**src/rtl/cacheline_adaptor_if.sv**
```systemverilog
// Bundle of cache-side and memory-side signals around the cacheline adaptor.
// The slave view belongs to the adaptor; the master view is the cache plus memory seen from outside.
interface cacheline_adaptor_if #(
  parameter int BURST_WIDTH = 64,
  parameter int BEATS       = 4,
  parameter int ADDR_WIDTH  = 32
);
  localparam int LINE_WIDTH = BURST_WIDTH * BEATS;

  logic [LINE_WIDTH-1:0]  line_i;
  logic [LINE_WIDTH-1:0]  line_o;
  logic [ADDR_WIDTH-1:0]  address_i;
  logic                   read_i;
  logic                   write_i;
  logic                   resp_o;
  logic [BURST_WIDTH-1:0] burst_i;
  logic [BURST_WIDTH-1:0] burst_o;
  logic [ADDR_WIDTH-1:0]  address_o;
  logic                   read_o;
  logic                   write_o;
  logic                   resp_i;

  modport slave (
    input  line_i, address_i, read_i, write_i, burst_i, resp_i,
    output line_o, resp_o, burst_o, address_o, read_o, write_o
  );

  modport master (
    output line_i, address_i, read_i, write_i, burst_i, resp_i,
    input  line_o, resp_o, burst_o, address_o, read_o, write_o
  );
endinterface

```
**src/rtl/cacheline_adaptor.sv**
```systemverilog
// Splits one cache-line read/write into a fixed burst of memory beats and reassembles read beats.
// Every output comes straight from a register, so nothing combinational reaches the ports from an input.
module cacheline_adaptor #(
  parameter int BURST_WIDTH = 64,
  parameter int BEATS       = 4,
  parameter int ADDR_WIDTH  = 32
) (
  input  logic               clk,
  input  logic               rst,
  cacheline_adaptor_if.slave bus
);
  localparam int LINE_WIDTH = BURST_WIDTH * BEATS;
  localparam int CNT_WIDTH  = (BEATS > 1) ? $clog2(BEATS) : 1;
  localparam int OFF_BITS   = $clog2(LINE_WIDTH / 8);
  localparam logic [CNT_WIDTH-1:0]  LAST_BEAT  = CNT_WIDTH'(BEATS - 1);
  localparam logic [ADDR_WIDTH-1:0] ALIGN_MASK =
    ~((ADDR_WIDTH'(1) << OFF_BITS) - ADDR_WIDTH'(1));

  typedef enum logic [1:0] {IDLE, READ, WRITE, DONE} state_t;

  state_t                 r_state;
  logic [CNT_WIDTH-1:0]   r_cnt;
  logic [BURST_WIDTH-1:0] r_beat [BEATS];
  logic [ADDR_WIDTH-1:0]  r_addr;
  logic                   r_read;
  logic                   r_write;
  logic                   r_resp;
  logic [BURST_WIDTH-1:0] r_burst;

  logic [ADDR_WIDTH-1:0]  w_aligned;
  logic                   w_last;
  logic [CNT_WIDTH-1:0]   w_cnt_inc;
  logic [LINE_WIDTH-1:0]  w_line;

  assign w_aligned = bus.address_i & ALIGN_MASK;
  assign w_last    = (r_cnt == LAST_BEAT);
  assign w_cnt_inc = w_last ? '0 : r_cnt + 1'b1;

  // Beat 0 occupies the least significant slice of the line.
  for (genvar gi = 0; gi < BEATS; gi++) begin : g_line
    assign w_line[gi*BURST_WIDTH +: BURST_WIDTH] = r_beat[gi];
  end

  always_ff @(posedge clk or posedge rst) begin
    if (rst) begin
      r_state <= IDLE;
      r_cnt   <= '0;
      r_addr  <= '0;
      r_read  <= 1'b0;
      r_write <= 1'b0;
      r_resp  <= 1'b0;
      r_burst <= '0;
      for (int i = 0; i < BEATS; i++) begin
        r_beat[i] <= '0;
      end
    end else begin
      case (r_state)
        IDLE: begin
          if (bus.read_i && !bus.write_i) begin
            r_addr  <= w_aligned;
            r_cnt   <= '0;
            r_read  <= 1'b1;
            r_state <= READ;
          end else if (bus.write_i && !bus.read_i) begin
            r_addr  <= w_aligned;
            r_cnt   <= '0;
            r_write <= 1'b1;
            r_burst <= bus.line_i[BURST_WIDTH-1:0];
            for (int i = 0; i < BEATS; i++) begin
              r_beat[i] <= bus.line_i[i*BURST_WIDTH +: BURST_WIDTH];
            end
            r_state <= WRITE;
          end
        end

        READ: begin
          if (bus.resp_i) begin
            r_beat[r_cnt] <= bus.burst_i;
            r_cnt         <= w_cnt_inc;
            if (w_last) begin
              r_read  <= 1'b0;
              r_resp  <= 1'b1;
              r_state <= DONE;
            end
          end
        end

        WRITE: begin
          // Preload the next beat so burst_o is valid the cycle after each acceptance.
          if (bus.resp_i) begin
            r_cnt   <= w_cnt_inc;
            r_burst <= r_beat[w_cnt_inc];
            if (w_last) begin
              r_write <= 1'b0;
              r_resp  <= 1'b1;
              r_state <= DONE;
            end
          end
        end

        DONE: begin
          r_resp  <= 1'b0;
          r_state <= IDLE;
        end

        default: begin
          r_state <= IDLE;
        end
      endcase
    end
  end

  assign bus.line_o    = w_line;
  assign bus.resp_o    = r_resp;
  assign bus.burst_o   = r_burst;
  assign bus.address_o = r_addr;
  assign bus.read_o    = r_read;
  assign bus.write_o   = r_write;
endmodule

```
**src/flat_wrapper.sv**
```systemverilog
// flat-port wrapper written by rule: the top's interface ports become plain ports
module cacheline_adaptor_flat 
#(
  parameter int BURST_WIDTH = 64,
  parameter int BEATS       = 4,
  parameter int ADDR_WIDTH  = 32
)
  (clk, rst, bus_line_i, bus_address_i, bus_read_i, bus_write_i, bus_burst_i, bus_resp_i, bus_line_o, bus_resp_o, bus_burst_o, bus_address_o, bus_read_o, bus_write_o);
  cacheline_adaptor_if #(.BURST_WIDTH(BURST_WIDTH), .BEATS(BEATS), .ADDR_WIDTH(ADDR_WIDTH)) bus_i ();
  input  logic clk;
  input  logic rst;
  input wire logic [$bits(bus_i.line_i)-1:0] bus_line_i;
  input wire logic [$bits(bus_i.address_i)-1:0] bus_address_i;
  input wire logic [$bits(bus_i.read_i)-1:0] bus_read_i;
  input wire logic [$bits(bus_i.write_i)-1:0] bus_write_i;
  input wire logic [$bits(bus_i.burst_i)-1:0] bus_burst_i;
  input wire logic [$bits(bus_i.resp_i)-1:0] bus_resp_i;
  output wire logic [$bits(bus_i.line_o)-1:0] bus_line_o;
  output wire logic [$bits(bus_i.resp_o)-1:0] bus_resp_o;
  output wire logic [$bits(bus_i.burst_o)-1:0] bus_burst_o;
  output wire logic [$bits(bus_i.address_o)-1:0] bus_address_o;
  output wire logic [$bits(bus_i.read_o)-1:0] bus_read_o;
  output wire logic [$bits(bus_i.write_o)-1:0] bus_write_o;
  assign bus_i.line_i = bus_line_i;
  assign bus_i.address_i = bus_address_i;
  assign bus_i.read_i = bus_read_i;
  assign bus_i.write_i = bus_write_i;
  assign bus_i.burst_i = bus_burst_i;
  assign bus_i.resp_i = bus_resp_i;
  assign bus_line_o = bus_i.line_o;
  assign bus_resp_o = bus_i.resp_o;
  assign bus_burst_o = bus_i.burst_o;
  assign bus_address_o = bus_i.address_o;
  assign bus_read_o = bus_i.read_o;
  assign bus_write_o = bus_i.write_o;
  cacheline_adaptor #(.BURST_WIDTH(BURST_WIDTH), .BEATS(BEATS), .ADDR_WIDTH(ADDR_WIDTH)) u_core (.clk(clk), .rst(rst), .bus(bus_i));
endmodule
```
**config.mk**
```make
export PLATFORM = sky130hd
export DESIGN_NAME = cacheline_adaptor_flat
export DESIGN_NICKNAME = d
export VERILOG_FILES = /design/src/rtl/cacheline_adaptor_if.sv /design/src/rtl/cacheline_adaptor.sv /design/src/flat_wrapper.sv
export SDC_FILE = /design/constraint.sdc
export NUM_CORES = 1
export LEC_CHECK = 0
export CELL_PAD_IN_SITES_DETAIL_PLACEMENT = 0
export CELL_PAD_IN_SITES_GLOBAL_PLACEMENT = 1
export CORE_AREA = 2 2 278 280
export DETAILED_ROUTE_END_ITERATION = 7
export DIE_AREA = 0 0 280 282
export MAX_ROUTING_LAYER = met4
export PLACE_DENSITY = 0.62
export SYNTH_ARGS = -nofsm -noshare
export SYNTH_HDL_FRONTEND = slang
export SYNTH_SLANG_ARGS = --single-unit
```
**constraint.sdc**
```tcl
create_clock -name clk -period 32.2 [get_ports clk]
set_clock_uncertainty 0.1 [all_clocks]
set_input_delay 9.66 -clock clk [delete_from_list [all_inputs] [get_ports clk]]
set_output_delay 9.66 -clock clk [all_outputs]
set_load 0.01 [all_outputs]
```
After elaboration in Yosys (flattened, before gate mapping)
Index checks and enable logic that the tools add are counted.

Word-level logic and storage cells: 87. Output and inout bits: 355. Input port bits: 357. Flip-flop bits (word level): 359.

Add/subtract/negate cells: 1. Bitwise gates (word level): 2. Order comparisons: 3. Eq/ne operators: 14. Multiplexer cells: 36. Reduce and logical (&&, ||, !) cells: 20.

Operators by type and width (count): 2-to-1 mux 256 bit (3); case mux 256 bit (2 select lines) (1); 2-to-1 mux 64 bit (6); bitwise mux 256 bit (1); binary-select mux 64 bit (select 2 bit) (1); demux 64 bit (select 2 bit) (1); case mux 64 bit (2 select lines) (1); 2-to-1 mux 32 bit (2); 2-to-1 mux 2 bit (8); inequality test 2 x 1 -> 1 bit (second input constant) (6); AND reduction 4 bit (3); nonzero test 2 bit (5); AND reduction 3 bit (3); 2-to-1 mux 1 bit (7); equality test 2 bit (second input constant) (3); greater-or-equal comparator 3 bit (second input constant) (2); inequality test 2 bit (second input constant) (3); inverter 2 -> 3 bit (2); case mux 1 bit (2 select lines) (3); case mux 2 bit (3 select lines) (1); AND reduction 5 bit (1); case mux 2 bit (2 select lines) (1); logical AND 1 bit (3); less-than comparator 3 x 1 -> 1 bit (second input constant) (1); 7 further kinds (8).

Longest topological paths before layout
Gate-level depths: netlist (run 1).

Depth in word-level cells: 8. Depth in mapped cells: 9. Mapped depth without buffers: 5.

Least setup slack after synthesis (run 1)
Ideal clock, no wire load.

Path type: in2reg. Start point: input bus_write_i. End point: register u_core.r_beat (netlist bit u_core.bus.line_o[242]). Path buffers: 2. Path slack: 20.568 ns. Arrival: 11.407 ns. Library setup time: 0.125 ns. Stages on the path: 7. Required time: 31.975 ns. Cells stage by stage: inv_1 -> ha_1 -> and2_1 -> clkbuf_1 -> a2111oi_4 -> buf_6 -> mux2_2.

Word-level cells in the longest chain between the ends: 4. Elaborated cells between the ends (all ways): 6. Those cells by class: eq/ne: 2; reduce/logical: 4.

RTL lines: start, declared (line flat_wrapper.sv:15) `input wire logic [$bits(bus_i.write_i)-1:0] bus_write_i;`; zero test 1 bit (line cacheline_adaptor.sv:59) `if (bus.read_i && !bus.write_i) begin`; logical AND 1 bit (line cacheline_adaptor.sv:59); inequality test 2 bit (no source line); AND reduction 4 bit (no source line) *; end signal, assigned by index (line cacheline_adaptor.sv:70) `r_beat[i] <= bus.line_i[i*BURST_WIDTH +: BURST_WIDTH];`; end signal, assigned by index (line cacheline_adaptor.sv:78) `r_beat[r_cnt] <= bus.burst_i;`; end, declared (line cacheline_adaptor.sv:23) `logic [BURST_WIDTH-1:0] r_beat [BEATS];`.

Every way passes the cells marked *; elsewhere a longest branch is shown, timed or not. A chain may end at the register's enable or synchronous reset.

Worst setup path in the final report (run 1)
Start point: input bus_read_i. End point: register u_core.r_beat (netlist bit u_core.bus.line_o[114]).

Word-level cells in the longest chain between the ends: 4. Elaborated cells between the ends (all ways): 6. Those cells by class: eq/ne: 2; reduce/logical: 4.

RTL lines: start, declared (line flat_wrapper.sv:14) `input wire logic [$bits(bus_i.read_i)-1:0] bus_read_i;`; zero test 1 bit (line cacheline_adaptor.sv:64) `end else if (bus.write_i && !bus.read_i) begin`; logical AND 1 bit (line cacheline_adaptor.sv:64); inequality test 2 x 1 -> 1 bit (no source line); AND reduction 4 bit (no source line) *.

Marked as above.

==> results of run 1 <==
placed cells by master, fill, tap and decap left out, types with 3 or more instances in the layout:
cell and n:
mux2_2 91, nor2_1 69, a21oi_1 64, a31oi_1 64, a2bb2oi_1 63, buf_4 27
a221oi_1 64, o2bb2ai_1 64, o21ai_0 3, clkinv_2 9, ha_1 12, mux2i_1 4
mux2_1 4, a221o_1 64, clkbuf_16 47, inv_6 3, ha_4 3, clkbuf_8 11
nor4_1 64, nor2b_1 68, diode_2 10, nand2b_1 65, conb_1 5, clkbuf_1 10
o22ai_1 63, mux4_2 64, a22o_1 64, dfrtp_1 354, inv_1 72, and3_1 63
clkdlybuf4s50_1 701, nand2_1 5, a41o_1 64
sequential cells by signal, summed over array words and instances, names as in the netlist:
name,cells
u_core.bus.read_o,1
u_core.bus.address_o,27
u_core.r_state,2
u_core.bus.burst_o,64
u_core.bus.write_o,1
u_core.r_cnt,2
u_core.bus.resp_o,1
u_core.bus.line_o,256
logic make-up (layout without fill, tap and decap cells):
| logic type | Yosys count | in the layout | share of synthesized area (%) |
|---|---|---|---|
| compound gates | 587 | 587 | 24.3 |
| flops | 354 | 354 | 45.3 |
| simple gates | 351 | 351 | 10.3 |
| buf+inv | 292 | 886 | 6.03 |
| mux | 165 | 165 | 13.1 |
| fa+ha+maj | 16 | 16 | 1.02 |
| other cells | 1 | 15 | 0.0192 |
cell type report:
class / count / area, µm² / share of cell area, %
multi-input cells: 1124 / 9730 / 33.7
well taps: 978 / 1220 / 4.24
clock inverters: 16 / 148 / 0.512
flip-flops and latches: 354 / 8860 / 30.7
repair buffers: 728 / 7220 / 25.0
diodes: 10 / 25.0 / 0.0867
clock buffers: 68 / 1370 / 4.73
inverters: 74 / 288 / 0.997
power groups by stage:
stage / Clock (mW) / Sequential (mW) / Combinational, mW
floorplan: 0 / 0.922 / 1.05
global placement: 0 / 0.878 / 2.07
detailed placement: 0 / 0.885 / 2.09
CTS: 0.545 / 0.883 / 2.10
global route: 0.562 / 0.913 / 2.20
finish: 0.532 / 0.888 / 2.08
worst register-to-register path, stage by stage (launching register included):
cell	delay (ps)
dfrtp_1	480
inv_1	150
ha_1	320
nand2b_4	630
buf_4	850
o2111a_4	1250
a2bb2oi_1	260
final timing paths:
kind | start | to | slack (ps) | depth (start not counted)
min in group asynchronous | rst | u_core.bus.line_o[101]$_DFFE_PP0P_ | 9470 | 2
max reg2reg | u_core.r_state[0]$_DFFE_PP0P_ | u_core.bus.line_o[114]$_DFFE_PP0P_ | 28070 | 6
max in group asynchronous | rst | u_core.bus.line_o[132]$_DFFE_PP0P_ | 19330 | 5
min | u_core.bus.address_o[28]$_DFFE_PP0P_ | u_core.bus.address_o[28]$_DFFE_PP0P_ | 400 | 1
min reg2reg | u_core.bus.address_o[28]$_DFFE_PP0P_ | u_core.bus.address_o[28]$_DFFE_PP0P_ | 400 | 1
max | bus_read_i | u_core.bus.line_o[114]$_DFFE_PP0P_ | 19080 | 7
metal layers:
metal / wire, µm / vias up / track usage (%)
met3: 6870 / 162 / 4.76
li1: - / 8088 / -
met1: 40700 / 10004 / 31.1
met5: 0 / - / -
met4: 2770 / 0 / 8.12
met2: 50300 / 943 / 42.0
==> flow_summary.rst, run 1 <==
.. list-table::
   :header-rows: 1

   * - Metric
     - Value
   * - Peak per-stage delay on the critical path
     - 1210 ps
   * - Buffering stage count on the worst path with inverters included
     - 3
   * - Design Area, Final
     - 28900 µm²
   * - Setup total negative slack
     - 0 ps
   * - I/O pin count
     - 712
   * - Count of input and output buffers
     - 701
   * - Buffer type at the clock tree root
     - clkbuf_16
   * - Post-route minimum period
     - 13120 ps
   * - Warnings from Yosys
     - 0
   * - Post-synthesis area per instance
     - 11.1 µm²
   * - CTS sink cnt
     - 354
   * - Number of flops mapped to enable cells by yosys
     - 0
   * - Count of fill cells added during filler insertion
     - 7350
   * - CP max-delay cell
     - o2111a_4
   * - Vertical extent of the die
     - 282 µm
   * - Endpoint required time on the critical path
     - 32590 ps
   * - Antenna viol nets, final
     - 0
   * - Routed Wire Length
     - 101 mm
   * - Final period utilization
     - 40.7%
   * - Flop and latch count out of synthesis
     - 354
   * - Total power of the final layout
     - 3.50 mW
   * - Run status
     - complete, no violations
   * - Initial antenna violation count
     - 11
   * - Cell taking the most area after synthesis
     - dfrtp_1
   * - Layout-stage area growth over the synthesis result
     - 47.4%
   * - Logic pwr share
     - 59.5%
   * - Die Outline Area
     - 79000 µm²
   * - Number of vias per cell
     - 5.73
   * - Sequential Power Share
     - 25.3%
   * - Count of buffers added by post-CTS timing repair for setup
     - 0
   * - Die X
     - 280 µm
   * - Number of iterations in the first detailed-routing pass
     - 5
   * - Post-synth design cell area
     - 19600 µm²
   * - Clock transition at path regs
     - 60 ps
   * - Gr usage total
     - 25.3%
   * - Global placer's final weighted congestion
     - 0.853
   * - Largest net degree at the start of global routing
     - 123
   * - Worst setup slack after placement
     - 18500 ps
   * - Cts bufs inserted
     - 47
   * - Layout cells sized above 1
     - 11.9%
   * - Number of instances in the placed design
     - 3258
   * - Minimum setup slack in the final design
     - 19080 ps
   * - Fraction of the yosys area taken by sequential cells
     - 45.3%
   * - Number of gates resized after CTS
     - 0
   * - Cell Int Power
     - 1.99 mW
   * - Main area contributors after synthesis
     - dfrtp_1, mux4_2, mux2_2
   * - Non-filler instance count after layout
     - 3352
   * - Fraction of registers with async set/reset
     - 100%
   * - Slew @ Worst Pin
     - 1230 ps
   * - Tightest slew margin relative to the limit
     - 17.8%
   * - Initial DRC Count
     - 1733
   * - Maximum operating frequency
     - 0.0762 GHz
   * - IR drop worst, VDD
     - 0.0000679 V
   * - Buffers from clock root to sink, at most
     - 3
   * - Detailed-route wire length per cell
     - 30.0 µm
   * - Number of design rule violations left after detail routing
     - 0
   * - Cell breakdown of the critical path
     - clkdlybuf4s50_1 > inv_1 > ha_1 > nand2b_4 > buf_4 > o2111a_4 > a2bb2oi_1
   * - Data arrival time of the worst path
     - 13510 ps
   * - Placed cell area
     - 27300 µm²
   * - Final number of max-transition violations
     - 0
   * - Worst-case hold slack
     - 405 ps
   * - Final Hold Violating Endpoints
     - 0
   * - Sw Ratio
     - 43.3%
   * - First-pass GRT wire length
     - 144 mm
   * - Core Region
     - 75700 µm²
   * - Hold Crit Class
     - reg -> reg
   * - # setup viols final
     - 0
   * - Congestion Overflow GR
     - 0
   * - Vias in the first global route
     - 19863
   * - Starting density of the core
     - 25.9%
   * - Clock insertion delay at the later pin of the skew report
     - 590 ps
   * - Quantity of hold-fixing buffers added after cts
     - 0
   * - NetSw
     - 1.52 mW
   * - Dominant synthesized flop cell
     - dfrtp_1
   * - TritonCTS clock tree
     - yes
   * - Share of total power in the clock network
     - 15.2%
   * - Gate count of the mapped netlist
     - 1766
   * - Maximum fanout along the worst path
     - 75
   * - Count of distinct cell types in the synthesized netlist
     - 46
   * - Static leakage power
     - 11.8 nW
   * - Power Density
     - 121 nW/µm²
   * - Endpoint kind of the worst setup timing path
     - register
   * - Post-synth top cells
     - dfrtp_1, clkbuf_1, mux2_2
   * - Top-count cell post-synth
     - dfrtp_1
   * - Unrepaired setup endpoints after global routing
     - no
   * - Cell class contributing the biggest share of worst-path delay
     - compound AO/OA/AOI/OAI gates
   * - Type of the worst setup path
     - in -> reg
   * - Utilization after layout
     - 38.1%
   * - Max-cap violations
     - 0
   * - Final HPWL DP
     - 62.1 mm
   * - Sort of element at the start of the critical path
     - primary input
   * - Area share of the largest cell type after synthesis
     - 45.3%
   * - Via total after detailed routing
     - 19197
   * - Post-layout net count
     - 2702
   * - H-tree levels
     - 2
   * - Row count
     - 101
No activity file was read; power rests on OpenSTA's default activity.
==> run 2, diff against run 1 <==
--- a/config.mk
+++ b/config.mk
@@ -11,7 +11,7 @@
 export DETAILED_ROUTE_END_ITERATION = 7
 export DIE_AREA = 0 0 280 282
 export MAX_ROUTING_LAYER = met4
-export PLACE_DENSITY = 0.62
+export PLACE_DENSITY = 0.64
 export SYNTH_ARGS = -nofsm -noshare
 export SYNTH_HDL_FRONTEND = slang
 export SYNTH_SLANG_ARGS = --single-unit
==> constraint.sdc (replaced) <==
create_clock -name clk -period 11.02 [get_ports clk]
set_clock_uncertainty 0.1 [all_clocks]
set_input_delay 3.306 -clock clk [delete_from_list [all_inputs] [get_ports clk]]
set_output_delay 3.306 -clock clk [all_outputs]
set_load 0.01 [all_outputs]
==> flow_summary.rst, run 2 (synthesis results as in run 1) <==
.. list-table::
   :header-rows: 1

   * - Metric
     - Value
   * - Unrepaired setup endpoints after global routing
     - no
   * - Die X
     - 280 µm (unchanged)
   * - Post-route minimum period
     - 6710 ps
   * - Run status
     - complete, no violations
   * - Largest net degree at the start of global routing
     - 158 (+28%)
   * - I/O pin count
     - 712 (unchanged)
   * - Number of design rule violations left after detail routing
     - 0 (unchanged)
   * - Final period utilization
     - 60.9%
   * - Slew @ Worst Pin
     - 1280 ps (+51.7 ps)
   * - Vias in the first global route
     - 19592 (-1.4%)
   * - Hold Crit Class
     - reg -> reg
   * - Static leakage power
     - 11.8 nW (about the same)
   * - TritonCTS clock tree
     - yes
   * - Final HPWL DP
     - 62.1 mm (about the same)
   * - Setup total negative slack
     - 0 ps (unchanged)
   * - Initial antenna violation count
     - 13 (+2)
   * - Worst-case hold slack
     - 397 ps (-8.07 ps)
   * - Via total after detailed routing
     - 19007 (-0.99%)
   * - Layout cells sized above 1
     - 11.8% (-0.10 points)
   * - Routed Wire Length
     - 97.3 mm (-3.4%)
   * - Number of vias per cell
     - 5.66 (-1.1%)
   * - # setup viols final
     - 0 (unchanged)
   * - Total power of the final layout
     - 10.1 mW (+190%)
   * - Die Outline Area
     - 79000 µm² (unchanged)
   * - Number of flip-flops under the largest register name
     - 256 (unchanged)
   * - Met3 wire len
     - 6.29 mm (-8.5%)
   * - Buffer type at the clock tree root
     - clkbuf_16
   * - Vertical extent of the die
     - 282 µm (unchanged)
   * - Tightest slew margin relative to the limit
     - 14.4% (-3.4 points)
   * - Endpoint kind of the worst setup timing path
     - register
   * - Top routing layer in use
     - met4
   * - Clock insertion delay at the later pin of the skew report
     - 580 ps (about the same)
   * - Core Region
     - 75700 µm² (unchanged)
   * - Starting density of the core
     - 25.9% (unchanged)
   * - Data arrival time of the worst path
     - 7070 ps (-6440 ps)
   * - WL met2
     - 49.4 mm (-1.9%)
   * - Layout-stage area growth over the synthesis result
     - 47.5% (about the same)
   * - Buffers from clock root to sink, at most
     - 3 (unchanged)
   * - Row count
     - 101 (unchanged)
   * - CTS sink cnt
     - 354 (unchanged)
   * - H-tree levels
     - 2 (unchanged)
   * - IR drop worst, VDD
     - 0.000186 V (+170%)
   * - Congestion Overflow GR
     - 0 (unchanged)
   * - Max-cap violations
     - 0 (unchanged)
   * - Gr usage total
     - 24.5% (-0.86 points)
   * - Cts bufs inserted
     - 48 (+2.1%)
   * - First-pass GRT wire length
     - 140 mm (-3.1%)
   * - Count of input and output buffers
     - 701 (unchanged)
   * - Sort of element at the start of the critical path
     - primary input
   * - Power Density
     - 351 nW/µm² (+190%)
   * - Quantity of hold-fixing buffers added after cts
     - 0 (unchanged)
   * - Most frequent standard cell in the layout excluding fill and tap cells
     - clkdlybuf4s50_1
   * - Maximum fanout along the worst path
     - 49 (-35%)
   * - Detailed-route wire length per cell
     - 29.0 µm (-3.5%)
   * - Count of buffers added by post-CTS timing repair for setup
     - 0 (unchanged)
   * - Detailed-route wire length on metal 1
     - 39.2 mm (-3.6%)
   * - Number of iterations in the first detailed-routing pass
     - 5 (unchanged)
   * - Leading cell types in the layout, fill and taps excluded
     - clkdlybuf4s50_1, dfrtp_1, mux2_2
   * - Number of gates resized after CTS
     - 0 (unchanged)
   * - Post-layout net count
     - 2706 (+0.15%)
   * - Global placer's final weighted congestion
     - 0.883 (+3.6%)
   * - Antenna viol nets, final
     - 0 (unchanged)
   * - Endpoint required time on the critical path
     - 11380 ps (-21210 ps)
   * - Final number of max-transition violations
     - 0 (unchanged)
   * - Final Hold Violating Endpoints
     - 0 (unchanged)
   * - Type of the worst setup path
     - in -> reg
   * - Maximum operating frequency
     - 0.149 GHz
   * - Clock transition at path regs
     - 60 ps (about the same)
   * - Initial DRC Count
     - 1626 (-6.2%)
[run 2: cell count changes in the layout (fill, tap and decap cells not counted), moves of 2 or more]
cell and change:
buf_12 +2, clkbuf_1 +5, clkbuf_16 +2, clkbuf_8 -5, clkinv_2 -2, diode_2 +2
[run 2: critical path: stages]
cell and delay, ps:
clkdlybuf4s50_1 510, inv_1 60, ha_1 240, nor2b_4 890
buf_4 620, a2111oi_4 110, buf_4 260, buf_4 460
mux2_1 450
[run 2: stage by stage]
stage / utilization, % / worst slack, ps / instance area [µm²] / cells
floorplan: - / 2870 / 19600 / 1770
global placement: 36.2 / 3700 / 27400 / 3261
detailed placement: 36.2 / 3710 / 27400 / 3261
CTS: 38.1 / 4340 / 28800 / 3345
global route: 38.2 / 4170 / 28900 / 3357
finish: 38.2 / 4310 / 28900 / 3357
[run 2: final timing paths]
kind                                                      endpoint  cells after the start  slack, ps                      startpoint
worst max-delay path            u_core.bus.line_o[195]$_DFFE_PP0P_                      9       4310                      bus_read_i
worst min-delay path                u_core.bus.write_o$_DFFE_PP0P_                      1        400  u_core.bus.write_o$_DFFE_PP0P_
worst max register to register  u_core.bus.line_o[195]$_DFFE_PP0P_                      8       6840   u_core.r_state[0]$_DFFE_PP0P_
worst min register to register      u_core.bus.write_o$_DFFE_PP0P_                      1        400  u_core.bus.write_o$_DFFE_PP0P_
max in group asynchronous        u_core.bus.line_o[78]$_DFFE_PP0P_                      4       6090                             rst
min in group asynchronous       u_core.bus.line_o[246]$_DFFE_PP0P_                      3       3170                             rst
[run 2: power breakdown]
group / leakage, nW / internal (mW) / switching, mW / total (mW)
Clock: 0.728 / 0.880 / 0.635 / 1.51
Combinational: 6.91 / 2.93 / 3.10 / 6.03
Sequential: 4.20 / 1.98 / 0.616 / 2.60
Total: 11.8 / 5.79 / 4.35 / 10.1
[run 2: area by class of cell]
class	instances	area [µm²]
clock inverter	14	116
timing repair buffer	731	7270
sequential	354	8860
tap	978	1220
multi-input combinational	1124	9730
fill	7351	46800
clock buffer	70	1370
inverter	74	284
antenna	12	30.0
[run 2: routing by layer]
layer / vias up / GRT usage (%)
met3: 148 / 3.94
met1: 9866 / 30.1
met2: 905 / 41.2
met5: - / -
li1: 8088 / -
met4: 0 / 7.42
==> run 3, diff against run 2 <==
--- a/config.mk
+++ b/config.mk
@@ -11,7 +11,7 @@
 export DETAILED_ROUTE_END_ITERATION = 7
 export DIE_AREA = 0 0 280 282
 export MAX_ROUTING_LAYER = met4
-export PLACE_DENSITY = 0.64
+export PLACE_DENSITY = 0.62
 export SYNTH_ARGS = -nofsm -noshare
 export SYNTH_HDL_FRONTEND = slang
 export SYNTH_SLANG_ARGS = --single-unit
==> constraint.sdc (replaced) <==
create_clock -name clk -period 6.9 [get_ports clk]
set_clock_uncertainty 0.1 [all_clocks]
set_input_delay 2.07 -clock clk [delete_from_list [all_inputs] [get_ports clk]]
set_output_delay 2.07 -clock clk [all_outputs]
set_load 0.01 [all_outputs]
==> flow_summary.rst, run 3 (synthesis results as in run 1) <==
.. list-table::
   :header-rows: 1

   * - Metric
     - Value
   * - Critical register-to-register path endpoint
     - u_core.bus.burst_o[11]$_DFFE_PP0P_
   * - H-tree levels
     - 2 (unchanged)
   * - Number of design rule violations left after detail routing
     - 0 (unchanged)
   * - Routed Wire Length
     - 98.0 mm (+0.73%)
   * - R2R setup slack
     - 3350 ps (-3490 ps)
   * - Cell breakdown of the critical path
     - clkdlybuf4s50_1 > ha_1 > and2_4 > or3_4 > a221o_1
   * - Hold Crit Class
     - reg -> reg
   * - Die Outline Area
     - 79000 µm² (unchanged)
   * - Vertical extent of the die
     - 282 µm (unchanged)
   * - Worst-case hold slack
     - 395 ps (-2.10 ps)
   * - Leading cell types in the layout, fill and taps excluded
     - clkdlybuf4s50_1, dfrtp_1, mux2_2
   * - Type of the worst setup path
     - in -> reg
   * - Global placer's final weighted congestion
     - 0.879 (-0.51%)
   * - IR drop worst, VDD
     - 0.000432 V (+130%)
   * - Core Region
     - 75700 µm² (unchanged)
   * - Initial DRC Count
     - 1736 (+6.8%)
   * - Layout-stage area growth over the synthesis result
     - 48.0%
   * - Tightest slew margin relative to the limit
     - 17.1% (+2.7 points)
   * - Cts bufs inserted
     - 46 (-4.2%)
   * - Count of fill cells added during filler insertion
     - 7350 (-0.014%)
   * - Buffer type at the clock tree root
     - clkbuf_16
   * - Non-filler instance count after layout
     - 3360 (+0.089%)
   * - Maximum operating frequency
     - 0.228 GHz
   * - CP max-delay cell
     - or3_4
   * - Most frequent standard cell in the layout excluding fill and tap cells
     - clkdlybuf4s50_1
   * - Endpoint required time on the critical path
     - 7310 ps (-4070 ps)
   * - Clock transition at path regs
     - 60 ps (about the same)
   * - Worst hold start
     - u_core.bus.write_o$_DFFE_PP0P_
   * - Number of iterations in the first detailed-routing pass
     - 5 (unchanged)
   * - Row count
     - 101 (unchanged)
   * - Number of flip-flops under the largest register name
     - 256 (unchanged)
   * - Slew @ Worst Pin
     - 1240 ps (-41.2 ps)
   * - First-pass GRT wire length
     - 141 mm (+0.62%)
   * - # setup viols final
     - 0 (unchanged)
   * - Largest net degree at the start of global routing
     - 149 (-5.7%)
   * - Detailed-route wire length per cell
     - 29.2 µm (+0.64%)
   * - Final Hold Violating Endpoints
     - 0 (unchanged)
   * - Congestion Overflow GR
     - 0 (unchanged)
   * - Buffering stage count on the worst path with inverters included
     - 1 (-4)
   * - Initial antenna violation count
     - 14 (+1)
   * - Number of gates resized after CTS
     - 0 (unchanged)
   * - TritonCTS clock tree
     - yes
   * - Cell class contributing the biggest share of worst-path delay
     - simple AND/OR/NAND/NOR gates
   * - Data arrival time of the worst path
     - 4790 ps (-2280 ps)
   * - Endpoint kind of the worst setup timing path
     - register
   * - Final number of max-transition violations
     - 0 (unchanged)
   * - Endpoint of the worst hold path
     - u_core.bus.write_o$_DFFE_PP0P_
   * - Vias in the first global route
     - 19465 (-0.65%)
   * - I/O pin count
     - 712 (unchanged)
   * - Cell depth of the worst flop-to-flop path
     - 5 (-3)
   * - Sort of element at the start of the critical path
     - primary input
   * - Run status
     - complete, no violations
   * - Peak per-stage delay on the critical path
     - 940 ps (+50 ps)
   * - Number of vias per cell
     - 5.70 (+0.74%)
   * - Utilization after layout
     - 38.3% (+0.13 points)
   * - Starting density of the core
     - 25.9% (unchanged)
   * - Post-layout net count
     - 2707 (+0.037%)
   * - Unrepaired setup endpoints after global routing
     - no
   * - Count of input and output buffers
     - 701 (unchanged)
   * - Final HPWL DP
     - 62.8 mm (+1.2%)
   * - Quantity of hold-fixing buffers added after cts
     - 0 (unchanged)
   * - CTS sink cnt
     - 354 (unchanged)
   * - Total power of the final layout
     - 16.3 mW (+61%)
   * - Worst Hold Depth
     - 1 (unchanged)
   * - Gr usage total
     - 24.5% (+0.094 points)
   * - Layout cells sized above 1
     - 12.0% (+0.17 points)
   * - Post-route minimum period
     - 4380 ps
   * - Max-cap violations
     - 0 (unchanged)
   * - Die X
     - 280 µm (unchanged)
   * - Via total after detailed routing
     - 19165 (+0.83%)
   * - Static leakage power
     - 11.9 nW (+0.35%)
   * - Power Density
     - 564 nW/µm² (+61%)
   * - Count of buffers added by post-CTS timing repair for setup
     - 0 (unchanged)
   * - Antenna viol nets, final
     - 0 (unchanged)
   * - Reg2Reg Launch Point
     - u_core.r_cnt[0]$_DFFE_PP0P_
   * - Clock insertion delay at the later pin of the skew report
     - 590 ps (about the same)
   * - Maximum fanout along the worst path
     - 64 (+31%)
   * - Buffers from clock root to sink, at most
     - 3 (unchanged)
   * - Final period utilization
     - 63.5%
   * - Number of instances in the placed design
     - 3264 (+0.092%)
run 3: changes by cell type in the layout (fill, tap and decap cells not counted), sizes merged:
cell | previous run | this run
inv | 76 | 75
clkbuf | 70 | 69
buf | 30 | 33
clkinv | 9 | 4
bufinv | 1 | 4
diode | 12 | 16
run 3: cell type report:
class | count | area, µm² | share of cell area [%]
clock inverters | 11 | 176 | 0.609
multi-input cells | 1124 | 9730 | 33.6
repair buffers | 734 | 7290 | 25.2
flip-flops and latches | 354 | 8860 | 30.6
well taps | 978 | 1220 | 4.22
diodes | 16 | 40.0 | 0.138
clock buffers | 69 | 1370 | 4.72
inverters | 74 | 284 | 0.980
run 3: worst max path at each step:
stage	start	endpoint	depth (start not counted)
after floorplan	rst	u_core.bus.address_o[10]$_DFFE_PP0P_	1
after global placement	bus_resp_i	u_core.bus.line_o[98]$_DFFE_PP0P_	4
after detailed placement	bus_read_i	u_core.bus.burst_o[11]$_DFFE_PP0P_	5
after CTS	bus_read_i	u_core.bus.burst_o[11]$_DFFE_PP0P_	5
after global routing	bus_resp_i	u_core.bus.burst_o[20]$_DFFE_PP0P_	5
final	bus_read_i	u_core.bus.burst_o[20]$_DFFE_PP0P_	5
run 3: report_power, final:
| part | internal [mW] | switching (mW) | leakage [nW] |
|---|---|---|---|
| Clock | 1.51 | 1.02 | 0.757 |
| Sequential | 3.16 | 0.989 | 4.20 |
| Combinational | 4.68 | 4.97 | 6.93 |
run 3: through the flow:
| step | instance area (µm²) | setup WS (ps) | TNS (ps) |
|---|---|---|---|
| finish | 29000 | 2520 | 0 |
| CTS | 28900 | 2570 | 0 |
| floorplan | 19600 | -12.4 | -4370 |
| detailed placement | 27400 | 1950 | 0 |
| global placement | 27400 | 1960 | 0 |
| global route | 29000 | 2420 | 0 |
run 3: metal layers:
| layer | wire, µm | share of wire (%) | up-vias | track usage, % |
|---|---|---|---|---|
| met2 | 47500 | 48 | 956 | 38.9 |
| met3 | 6840 | 7.0 | 179 | 4.61 |
| li1 | - | - | 8103 | - |
| met5 | 0 | 0 | - | - |
| met1 | 40300 | 41 | 9927 | 31.0 |
| met4 | 3430 | 3.5 | 0 | 9.53 |
run 3: worst register-to-register path, delay by kind of cell (launching register included):
kind / cells / cell delay (ps)
AO/OA/AOI/OAI: 1 / 350
adder cells (fa/ha/maj): 1 / 940
buffers and inverters: 2 / 950
flip-flops: 1 / 460
multiplexers: 1 / 640
